<file path="src/rtl/dof_stage_pipe.sv">
// ---------------------------------------------------------------------------
// dof_stage_pipe -- decode/operand-fetch pipeline stage.
//
// Takes a decoded instruction and selects its A/B operands. Each operand comes
// from the PC, the immediate, register 0, an EX or WB forward, or the register
// file. The result is registered for the EX stage. A load in EX whose
// destination is a source read from the register file causes a load-use stall.
//
// Handshake: an input instruction is transferred on a cycle where
// in_valid & in_ready. An output instruction is transferred on a cycle where
// out_valid & out_ready. out_* are stable while out_valid & ~out_ready, unless
// flush squashes the held instruction.
//
// Ports:
//   clk, reset              clock; synchronous active-high reset
//   in_valid / in_ready     upstream handshake (in_ready is combinational)
//   in_pc .. in_imm         decoded instruction fields
//   a_data, b_data          register-file read data for in_aa / in_ba
//   ex_*, wb_*              EX/WB destination, write enable and forwarding data
//   flush                   squash: the output register becomes a bubble
//   out_ready / out_valid   downstream handshake
//   out_pc .. out_b         registered stage outputs
//   stall_cnt               saturating count of load-use stall cycles
// ---------------------------------------------------------------------------
module dof_stage_pipe #(
  parameter int DW  = 32,
  parameter int PCW = 8,
  parameter int RAW = 5,
  parameter int CW  = 16
) (
  input  logic           clk,
  input  logic           reset,
  input  logic           in_valid,
  output logic           in_ready,
  input  logic [PCW-1:0] in_pc,
  input  logic [RAW-1:0] in_aa,
  input  logic [RAW-1:0] in_ba,
  input  logic [RAW-1:0] in_da,
  input  logic           in_rw,
  input  logic           in_mw,
  input  logic           in_ml,
  input  logic           in_ps,
  input  logic           in_ma,
  input  logic           in_mb,
  input  logic [1:0]     in_bs,
  input  logic [4:0]     in_fs,
  input  logic [4:0]     in_sh,
  input  logic [DW-1:0]  in_imm,
  input  logic [DW-1:0]  a_data,
  input  logic [DW-1:0]  b_data,
  input  logic [RAW-1:0] ex_da,
  input  logic [RAW-1:0] wb_da,
  input  logic           ex_rw,
  input  logic           wb_rw,
  input  logic           ex_ml,
  input  logic [DW-1:0]  ex_result,
  input  logic [DW-1:0]  wb_data,
  input  logic           flush,
  input  logic           out_ready,
  output logic           out_valid,
  output logic [PCW-1:0] out_pc,
  output logic [RAW-1:0] out_da,
  output logic           out_rw,
  output logic           out_mw,
  output logic           out_ml,
  output logic [1:0]     out_bs,
  output logic           out_ps,
  output logic [4:0]     out_fs,
  output logic [4:0]     out_sh,
  output logic [DW-1:0]  out_a,
  output logic [DW-1:0]  out_b,
  output logic [CW-1:0]  stall_cnt
);

  logic           out_valid_q;
  logic [PCW-1:0] out_pc_q;
  logic [RAW-1:0] out_da_q;
  logic           out_rw_q, out_mw_q, out_ml_q, out_ps_q;
  logic [1:0]     out_bs_q;
  logic [4:0]     out_fs_q, out_sh_q;
  logic [DW-1:0]  out_a_q, out_b_q;
  logic [CW-1:0]  stall_cnt_q;

  logic           advance;
  logic           hazard;
  logic           stall_inc;
  logic [DW-1:0]  opa_d, opb_d;

  // The output register can take a new value when it is empty or being drained.
  assign advance = out_ready | ~out_valid_q;

  // Load-use: the EX load's result is not ready to forward yet, so an
  // instruction reading that register from the file must wait one cycle.
  assign hazard = in_valid & ex_rw & ex_ml & (ex_da != '0) &
                  ((~in_ma & (ex_da == in_aa)) | (~in_mb & (ex_da == in_ba)));

  assign in_ready  = advance & ~hazard;
  assign stall_inc = advance & hazard & ~flush;

  // Operand A. The in_aa == 0 branch also keeps register 0 from ever being
  // forwarded, since any later match would require ex_da/wb_da == 0.
  always_comb begin
    opa_d = a_data;
    if (in_ma) begin
      opa_d = DW'(in_pc);
    end else if (in_aa == '0) begin
      opa_d = '0;
    end else if (ex_rw && !ex_ml && (ex_da == in_aa)) begin
      opa_d = ex_result;
    end else if (wb_rw && (wb_da == in_aa)) begin
      opa_d = wb_data;
    end
  end

  // Operand B, same priority with the immediate in place of the PC.
  always_comb begin
    opb_d = b_data;
    if (in_mb) begin
      opb_d = in_imm;
    end else if (in_ba == '0) begin
      opb_d = '0;
    end else if (ex_rw && !ex_ml && (ex_da == in_ba)) begin
      opb_d = ex_result;
    end else if (wb_rw && (wb_da == in_ba)) begin
      opb_d = wb_data;
    end
  end

  always_ff @(posedge clk) begin
    if (reset) begin
      out_valid_q <= 1'b0;
      out_pc_q    <= '0;
      out_da_q    <= '0;
      out_rw_q    <= 1'b0;
      out_mw_q    <= 1'b0;
      out_ml_q    <= 1'b0;
      out_bs_q    <= '0;
      out_ps_q    <= 1'b0;
      out_fs_q    <= '0;
      out_sh_q    <= '0;
      out_a_q     <= '0;
      out_b_q     <= '0;
      stall_cnt_q <= '0;
    end else begin
      if (flush || (advance && hazard)) begin
        // Bubble: only the side-effecting controls are cleared; the data
        // fields keep their old contents and are ignored downstream.
        out_valid_q <= 1'b0;
        out_rw_q    <= 1'b0;
        out_mw_q    <= 1'b0;
        out_ml_q    <= 1'b0;
        out_bs_q    <= '0;
      end else if (advance) begin
        // Controls are gated with in_valid so an empty slot never carries
        // a write, load or branch.
        out_valid_q <= in_valid;
        out_rw_q    <= in_rw & in_valid;
        out_mw_q    <= in_mw & in_valid;
        out_ml_q    <= in_ml & in_valid;
        out_bs_q    <= in_bs & {2{in_valid}};
        out_pc_q    <= in_pc;
        out_da_q    <= in_da;
        out_ps_q    <= in_ps;
        out_fs_q    <= in_fs;
        out_sh_q    <= in_sh;
        out_a_q     <= opa_d;
        out_b_q     <= opb_d;
      end
      if (stall_inc && (stall_cnt_q != {CW{1'b1}})) begin
        stall_cnt_q <= stall_cnt_q + CW'(1);
      end
    end
  end

  assign out_valid = out_valid_q;
  assign out_pc    = out_pc_q;
  assign out_da    = out_da_q;
  assign out_rw    = out_rw_q;
  assign out_mw    = out_mw_q;
  assign out_ml    = out_ml_q;
  assign out_bs    = out_bs_q;
  assign out_ps    = out_ps_q;
  assign out_fs    = out_fs_q;
  assign out_sh    = out_sh_q;
  assign out_a     = out_a_q;
  assign out_b     = out_b_q;
  assign stall_cnt = stall_cnt_q;

endmodule

</file>
<file path="config.mk">
export PLATFORM = sky130hd
export DESIGN_NAME = dof_stage_pipe
export DESIGN_NICKNAME = d
export VERILOG_FILES = /design/src/rtl/dof_stage_pipe.sv
export SDC_FILE = /design/constraint.sdc
export NUM_CORES = 1
export LEC_CHECK = 0
export ABC_AREA = 1
export BUFFER_PORTS_ARGS = -buffer_cell sky130_fd_sc_hd__buf_2
export CAP_MARGIN = 20
export CORE_AREA = 4 4 126 128
export DETAILED_ROUTE_END_ITERATION = 10
export DIE_AREA = 0 0 130 132
export GPL_TIMING_DRIVEN = 0
export PLACE_DENSITY_LB_ADDON = 0.08
export SYNTH_ARGS = -nofsm -noshare
export SYNTH_HDL_FRONTEND = slang
export SYNTH_SLANG_ARGS = --single-unit
</file>
<file path="constraint.sdc">
create_clock -name clk -period 2.89 [get_ports clk]
set_input_delay 0.4335 -clock clk [delete_from_list [all_inputs] [get_ports clk]]
set_output_delay 0.4335 -clock clk [all_outputs]
set_load 0.03 [all_outputs]
</file>
# == Yosys cells after proc, flatten, opt, wreduce, memory -nomap -nowiden ==
# Index checks and enable logic that the tools add are counted.
# Widths: inputs -> output; s select.
# op_classes
bitwise,21
n_eq_ne,5
muxes,8
n_reduce_logical,14
add_sub_neg,1
# ops
cell,count
$mux 32,8
$eq 5x5->1,4
$add 16x1->16 const B,1
$ne 16x16->1 const B,1
$and 1x1->1,12
$logic_not 5->1,2
$logic_and 1x1->1,7
$not 1->1,6
$reduce_bool 5->1,1
$and 2x2->2,1
$or 1x1->1,2
$reduce_and 2->1,1
$reduce_or 2->1,1
$logic_not 1->1,1
$logic_or 1x1->1,1
# word_totals
out_inout_bits,111
word_cells,62
ff_bits,110

# == Depth between registers and ports, before layout ==
# Gate-level depths: netlist of run 1.
# logic_depth
ltp_word,8
ltp_mapped,14

# == Least setup slack after synthesis of run 1 ==
# Ideal clock, no wire load.
# synth_timing
kind,reg-to-reg
from,"register stall_cnt_q[0], in the netlist stall_cnt[0]"
to,"register stall_cnt_q[1], in the netlist stall_cnt[1]"
synth_period_minus_slack_ps,1768
n_path_buf,1
slack_ps,1122
stages_incl_launch_ff,12
t_arrival_ps,1652
path_cell_list,dfxtp_1 -> ha_1 -> nand2_1 -> inv_1 -> nand2_1 -> inv_1 -> nand4_1 -> nand2_1 -> nor2_1 -> buf_2 -> o21ai_0 -> nor2_1
# synth_via
elab_chain_len,2
word_cells_on_any_way,3
cone_classes,add/sub (1); eq/ne (1); reduce/logical (1)
# synth_lines
item,line,text
start: declaration,82,logic [CW-1:0] stall_cnt_q;
start signal: assignment,170,stall_cnt_q <= stall_cnt_q + CW'(1);
"parallel branches: the longest is 2 deep, another holds $add 16x1->16",-,
# Several ways; the timed one is not identified.
# A chain may end at the register's enable or synchronous reset.

# == Final worst setup path of run 1 ==
# layout_timing
from,input in_ba[2]
to,"register out_b_q[5], in the netlist out_b[5]"
# layout_via
elab_chain_len,8
word_cells_on_any_way,16
cone_classes,eq/ne (2); mux (4); bitwise (4); reduce/logical (6)
# layout_lines
item,line,text
start: declaration,37,"input logic [RAW-1:0] in_ba,"
$eq 5x5->1,"95, 122",
$and 1x1->1,95,((~in_ma & (ex_da == in_aa)) | (~in_mb & (ex_da == in_ba)));
$or 1x1->1,95,
$and 1x1->1,94,assign hazard = in_valid & ex_rw & ex_ml & (ex_da != '0) &
$logic_and 1x1->1,145,if (flush || (advance && hazard)) begin
$logic_or 1x1->1,145,
$not 1->1 (no line),-,
$reduce_and 2->1 (no line),-,
end signal: assignment,167,out_b_q <= opb_d;
end: declaration,81,"logic [DW-1:0] out_a_q, out_b_q;"
# Parallel ways exist; a longest one is shown, timed or not.

==> results of run 1 <==
power breakdown:
part / internal, mW / leakage [nW] / switching, mW
Combinational: 0.350 / 3.80 / 0.702
Sequential: 1.60 / 0.905 / 0.0404
Clock: 0.704 / 0.158 / 0.691
Total: 2.66 / 4.86 / 1.43
cell type report:
type,count,area [um^2]
fill,1569,5810
multi-input combinational,885,3980
sequential,110,2200
timing repair buffer,327,1640
buffer,78,393
inverter,75,284
tap,188,235
clock buffer,9,225
clock inverter,7,100
antenna,3,7.51
worst reg2reg max path: cells and delay by family (launching register included):
family	cells	cell delay, ns
fa+ha+maj	1	0.25
flops	1	0.37
buf+inv	3	0.41
simple gates	8	0.80
logic make-up (layout without fill, tap and decap cells):
logic type	Yosys count	after routing	share of synthesized area, %
adders and majority gates	1	1	0.183
buffers and inverters	153	496	9.88
AOI/OAI and AO/OA	180	180	13.3
DFF	110	110	32.1
xor gates and xnor gates	9	9	1.15
and+or+nand+nor	695	695	43.4
other	0	3	0
sequential cells by signal, indices dropped and copies added, names as in the netlist, 2 cells and up:
register	flops
stall_cnt	16
out_a	32
out_sh	5
out_da	5
out_fs	5
out_pc	8
out_bs	2
out_b	32
cells in the mapped netlist:
library cell / count
clkbuf_1: 41
o22ai_1: 3
nor2_8: 1
inv_1: 69
o21ai_1: 1
buf_6: 3
nand4_2: 1
dfxtp_1: 110
a21oi_1: 47
buf_2: 26
and2_1: 1
a21oi_2: 1
or2_0: 7
buf_8: 3
or2_1: 1
nand2_2: 1
nor2_1: 211
nand2_1: 312
nor3_1: 3
o21ai_0: 128
xor2_1: 4
nand2_4: 2
buf_1: 2
buf_4: 3
nand4_1: 74
nor3_2: 1
nor2_2: 1
nand3_2: 1
inv_2: 5
inv_4: 1
nand3_1: 78
ha_1: 1
xnor2_1: 5
stage by stage:
step	instances	power, mW
after floorplan	1148	2.29
after global placement	1663	2.71
after detailed placement	1663	2.71
after CTS	1679	4.09
after global routing	1681	4.26
final	1682	4.09
layer usage:
layer  part of all wire [%]  up-vias
li1                       -     4422
met1                     41     4069
met2                     47      417
met3                    8.9       58
met4                    3.2        8
met5                   0.16        -
path summary, 6_finish.rpt:
path           startpoint  cells after the start            to  slack, ns
min reg2reg     out_a[31]                      2     out_a[31]       0.46
max reg2reg  stall_cnt[0]                     12  stall_cnt[7]       0.96
min              in_sh[4]                      3     out_sh[4]       0.29
max              in_ba[2]                     12      out_b[5]       0.61
placed cells by master, fill, tap and decap left out, drive strengths merged:
| cell | n |
|---|---|
| buf | 364 |
| nand2 | 315 |
| nor2 | 213 |
| o21ai | 129 |
| dfxtp | 110 |
| nand3 | 79 |
| inv | 78 |
| nand4 | 75 |
| clkbuf | 50 |
| a21oi | 48 |
| or2 | 8 |
| xnor2 | 5 |
| xor2 | 4 |
| nor3 | 4 |
| diode | 3 |
| o22ai | 3 |
| clkinv | 3 |
| and2 | 1 |
| ha | 1 |
| bufinv | 1 |
==> results.md, run 1 <==
- The run finished with clean final reports.
- At the end of routability-driven placement, the weighted congestion stood at 0.931.
- In this run the clock root is driven by a clkbuf_16.
- The placeable core region is 0.0149 mm^2.
- The wire length per cell is 17.1 um.
- VDD sags by at most 0.298 mV.
- For this run, the register share of the synthesized area comes to 32.1%.
- The overall routing resource usage is 32.0%.
- The proportion of layout cells with a drive suffix above 1 is 26.4%.
- The met2 global-route usage is 53.3%.
- TritonCTS built the clock tree.
- The critical path class is in -> reg.
- In this run, CTS created clock tree buffers numbering 9.
- The number of max-cap violations is 0.
- The number of hold-slack violations in the final timing report is 0.
- Summed over all layers, the global routing overflow is 0.
- The final worst hold slack is 0.288 ns.
- Summed over all cells, the static leakage comes to 4.86 nW.
- The critical path contains buffers and inverters numbering 3 combined.
- In the post-synthesis netlist, the biggest area contributors are dfxtp_1, nand2_1, nor2_1.
- The critical path's most frequent cell is nand2_1.
- Timing would allow up to 439 MHz.
- The data arrival time at the worst-slack endpoint is 2.54 ns.
- The number of nets handed over by synthesis was 1368.
- The die is 130 um wide.
- The clock arrives with 0.0110 ns of skew.
- Along the worst path, the maximum fanout reaches 10.
- The transition at the pin with the smallest max-transition slack is 0.833 ns.
- The element type at the critical path end is a flip-flop.
- From synthesis to final layout, the design area changed by 32.2%.
- The post-synthesis cell type with the largest combined area is dfxtp_1.
- Power spread over the standard cell area amounts to 451 mW/mm^2.
- The final period utilization is 78.9%.
- The largest individual stage delay along the critical path comes from the cell a21oi_1.
- The clock net in this run drives a total of 110 sinks.
- For the worst setup path, the data required time is 3.15 ns.
- Summed over all layers, the routed wires come to 28700 um.
- The count of nets left with antenna violations after detail routing is 0.
- The post-placement cell area is 0.00873 mm^2.
- The worst min-delay path category is in -> reg.
- The number of gates resized after CTS is 0.
- Once the floorplan was initialized, standard cells occupied 46.1% of the core.
- The met1 capacity usage during global routing is 40.1%.
- The total negative setup slack is 0 ns.
- The number of nets at the end of the flow is 1706.
- The number of violations reported at the end of detailed-routing iteration 0 is 698.
- The number of flip-flops and latches in the synthesized netlist is 110.
- The remaining max-slew budget at the tightest pin is 44.5%.
- On the worst path, the slowest cell contributes a delay of 0.65 ns.
- Setup repair after global routing left no endpoint under its margin.
- For met3 alone, demand over resource in global routing was 6.73%.
- The post-CTS clock slew at the launch and capture registers of the worst setup and hold paths is 0.08 ns.
- The final worst slack is 0.611 ns.
- The first global-routing pass estimated 43700 um of wire.
- With fillers left out, the area of the finished cells amounts to 0.00906 mm^2.
- The first detailed-routing pass took 5 iterations.
- The post-synthesis area per instance is 5.97 um^2.
- The via count of the routed design is 8974.
- The number of top-level pins is 330.
- The worst path needs 2.28 ns of the cycle, external delays included.
- Buffers placed on the I/O ports in this run total 327.
- The maximum number of pins on one net before global-route repair is 22.
- The worst setup path is launched from an input port.
- In this run the post-CTS setup repair buffer count came out at 0.
- During synthesis, Yosys emitted a total of 0 warnings.
- The synthesized netlist occupies a cell area of 0.00685 mm^2.
- The number of antenna violations at the first check in global routing is 6.
- The number of distinct library cells after synthesis is 33.
- In this run the vertical extent of the chip is 132 um.
- In the routed design, unresolved DRC markers number 0.
- The detail-routed via count per cell is 5.34.
- The via count of the first global-routing pass is 8413.
- The critical path goes through buf_2 > inv_2 > o22ai_1 > a21oi_1 > nand3_1 > buf_2 > nand2_1 > nand3_1 > nand2_1 > nand2_1 > nor2_1 > nor2_1.
- In this run the core area contains 45 standard-cell rows.
- Setup violations remaining at the end of the flow were counted as 0.
- Broken down by cell family, the worst path's largest delay share belongs to simple AND/OR/NAND/NOR gates.
- The number of hold buffers added after CTS is 0.
- In this run the number of H-tree levels came out at 3.
- The number of cells produced by synthesis is 1148.
- The number of max-slew violations in the final report came to 0.
- The clock insertion delay at the later pin of the skew report is 0.37 ns.
- OpenSTA, run right after detailed placement, puts the worst setup slack at 0.330 ns.
- Once detailed placement completed, the half-perimeter wirelength came to 22600 um.
- The area fraction of the dominant cell type after synthesis is 32.1%.
- In this run the deepest clock path goes through 2 buffers.
- The final design utilization is 60.9%.
- The die covers 0.0172 mm^2.
- The most used routing layer is met2.
Note: power is estimated with default switching activity, not from simulation.
==> run 2, diff against run 1 <==
--- a/config.mk
+++ b/config.mk
@@ -8,9 +8,9 @@
 export ABC_AREA = 1
 export BUFFER_PORTS_ARGS = -buffer_cell sky130_fd_sc_hd__buf_2
 export CAP_MARGIN = 20
-export CORE_AREA = 4 4 126 128
+export CORE_MARGIN = 4
+export CORE_UTILIZATION = 43
 export DETAILED_ROUTE_END_ITERATION = 10
-export DIE_AREA = 0 0 130 132
 export GPL_TIMING_DRIVEN = 0
 export PLACE_DENSITY_LB_ADDON = 0.08
 export SYNTH_ARGS = -nofsm -noshare
==> constraint.sdc (replaced) <==
create_clock -name clk -period 2 [get_ports clk]
set_input_delay 0.3 -clock clk [delete_from_list [all_inputs] [get_ports clk]]
set_output_delay 0.3 -clock clk [all_outputs]
set_load 0.03 [all_outputs]
==> results.md, run 2 (synthesis results as in run 1) <==
- TritonCTS built the clock tree.
- The placeable core region came to 0.0154 mm^2 (+3.8%).
- The final period utilization is 94.0%.
- The die height is 134 um (+1.7%).
- The count of nets left with antenna violations after detail routing is 0 (unchanged).
- The horizontal die dimension is 134 um (+3.3%).
- The aggregate global routing overflow came to 0 (unchanged).
- The worst setup slack after placement is -0.448 ns (-0.777 ns).
- The run finished with clean final reports.
- The final worst hold slack is 0.159 ns (-0.129 ns).
- The post-CTS clock slew at the launch and capture registers of the worst setup and hold paths was 0.08 ns (about the same).
- The number of violations reported at the end of detailed-routing iteration 0 was 680 (-2.6%).
- The stage delay of the slowest cell on the critical path is 0.26 ns (-0.39 ns).
- The maximum number of pins on one net before global-route repair is 20 (-9.1%).
- The proportion of layout cells with a drive suffix above 1 is 27.0% (+0.60 points).
- The detail-routed via count per cell came to 5.19 (-2.7%).
- The library cell contributing the largest single delay on the critical path is nor2_1.
- The area of the multi-input gates came to 0.00402 mm^2 (+1.2%).
- The total power density per cell area was 633 mW/mm^2 (+40%).
- The count of port buffers added during placement is 327 (unchanged).
- The number of inserted filler cells in the final layout is 1668 (+6.3%).
- The leakage power summed over all cells is 4.86 nW (-0.12%).
- The via count of the routed design is 8850 (-1.4%).
- The overall power is 5.77 mW (+41%).
- Setup repair after global routing left no endpoint under its margin.
- The aggregate routed wire length was 29100 um (+1.3%).
- The via count of the first global-routing pass was 8143 (-3.2%).
- The number of top-level pins is 330 (unchanged).
- After layout, the minimum clock period comes to 1.88 ns.
- The library cell used most frequently in the layout, excluding fill and tap cells, is buf_2.
- The number of levels the H-tree was split into came to 3 (unchanged).
- Walking the worst path, the cells encountered are buf_2 > inv_1 > nand2_1 > nand2_1 > nor2_1 > nand4_1 > nand2_1 > nand2_2 > nand2_4 > inv_4 > buf_2.
- The remaining max-slew budget at the tightest pin is 56.7% (+12 points).
- The maximum clock insertion buffer count was 2 (unchanged).
- The maximum vdd drop was 0.475 mV (+60%).
- The number of max-slew violations in the final report is 0 (unchanged).
- The clock insertion delay at the later pin of the skew report is 0.36 ns (about the same).
- The setup fix buffers added after clock tree synthesis is 0 (unchanged).
- The instance count on the critical path was 11 (-1).
- The critical-path maximum fanout was 4 (-6).
- The area taken by flip-flops and latches is 0.00220 mm^2 (unchanged).
- The worst hold path stage count was 3 (unchanged).
- The overall routing resource usage was 30.8% (-1.2 points).
- The critical path class is in -> out.
- The number of cell rows is 45 (unchanged).
- The wire length per cell is 17.1 um (about the same).
- Timing would allow up to 532 MHz.
- The number of hold-slack violations in the final timing report is 0 (unchanged).
- The setup skew after layout is 0.00735 ns (-0.00361 ns).
- The post-placement cell area is 0.00875 mm^2 (+0.33%).
- The data arrival time at the worst-slack endpoint is 1.58 ns (-0.96 ns).
- The final worst slack is 0.121 ns (-0.490 ns).
- The area growth from synthesis to layout is 33.1%.
- The element type at the critical path end is a primary output.
- The count of endpoints failing setup in the final report is 0 (unchanged).
- Leaving out fill and tap cells, the most frequent cells in the layout are buf_2, nand2_1, nor2_1.
- The endpoint required time on the critical path was 1.70 ns (-1.45 ns).
- The number of max-cap violations came to 0 (unchanged).
- The initial core utilization is 44.4% (-1.7 points).
- The total negative setup slack came to 0 ns (unchanged).
- By instance count, the cell type seen most on the critical path is nand2_1.
- Clock tree synthesis selected as its root buffer the cell clkbuf_16.
- The cell count of the worst reg-to-reg path came to 11 (-1).
- The transition at the pin with the smallest max-transition slack was 0.649 ns (-0.184 ns).
- The number of hold buffers added after CTS is 0 (unchanged).
- The wire length of the first global-routing pass came to 43700 um (+0.13%).
- The final non-filler cell area is 0.00912 mm^2 (+0.69%).
- The cell family contributing the most delay on the critical path is simple AND/OR/NAND/NOR gates.
- The global placement routability congestion is 0.932 (+0.13%).
- The remaining routing DRC violations is 0 (unchanged).
- The worst reg-to-reg setup slack is 0.17 ns (-0.79 ns).
- The HPWL reported at the end of detailed placement is 23100 um (+2.2%).
- The number of antenna violations at the first check in global routing was 4 (-2).
- The floorplan die area is 0.0180 mm^2 (+5.0%).
- The clock sink total was 110 (unchanged).
- The category of the worst setup path launch point is an input port.
- The CTS buffer count is 9 (unchanged).
- The number of nets at the end of the flow is 1706 (unchanged).
- The length of the first detailed-routing pass in iterations is 5 (unchanged).
- The worst min-delay path category is in -> reg.
- The number of buffer and inverter instances along the worst setup path is 4 (+1).
==> run 2: changes by cell type in the layout (fill, tap and decap cells not counted), sizes merged <==
cell    previous run  this run
clkbuf            50        53
buf              364       363
bufinv             1         0
inv               78        77
==> run 2: repair_timing <==
item                                    CTS  global route
gates resized for setup                   3            14
endpoints found under the setup margin   26            50
pin swaps                                 0             0
==> run 2: cell type report <==
type	instances	area share, %
clock buffers	11	2.77
clock inverters	5	0.562
repair buffers	327	17.9
plain buffers	78	4.38
inverters	75	3.11
diodes	3	0.0823
multi-input cells	885	44.1
well taps	211	2.89
flip-flops and latches	110	24.1
==> run 2: worst min-delay path, stage by stage <==
cell and delay (ns):
buf_2 0.07, nor2_1 0.03, nor2_1 0.08
==> run 2: layer usage <==
layer,wire [um],vias up,global-route usage [%]
li1,-,4419,-
met1,11800,3953,39.3
met2,13600,417,50.8
met3,2780,57,8.36
met4,843,4,9.45
met5,15,-,0
==> run 2: final timing paths <==
| check | endpoint | from |
|---|---|---|
| hold reg to reg | out_a[12] | out_a[12] |
| setup reg to reg | stall_cnt[1] | stall_cnt[0] |
| hold / removal | out_fs[2] | in_fs[2] |
| setup / recovery | in_ready | in_ba[0] |
==> run 2: per-stage QoR <==
stage | util, % | cells
floorplan | - | 1148
global placement | 56.7 | 1686
detailed placement | 56.7 | 1686
CTS | 58.8 | 1702
global route | 59.1 | 1704
finish | 59.1 | 1705
==> run 2: where the power goes <==
part | internal, mW | switching [mW]
logic | 0.509 | 1.03
clock network | 0.941 | 0.922
registers | 2.32 | 0.0592
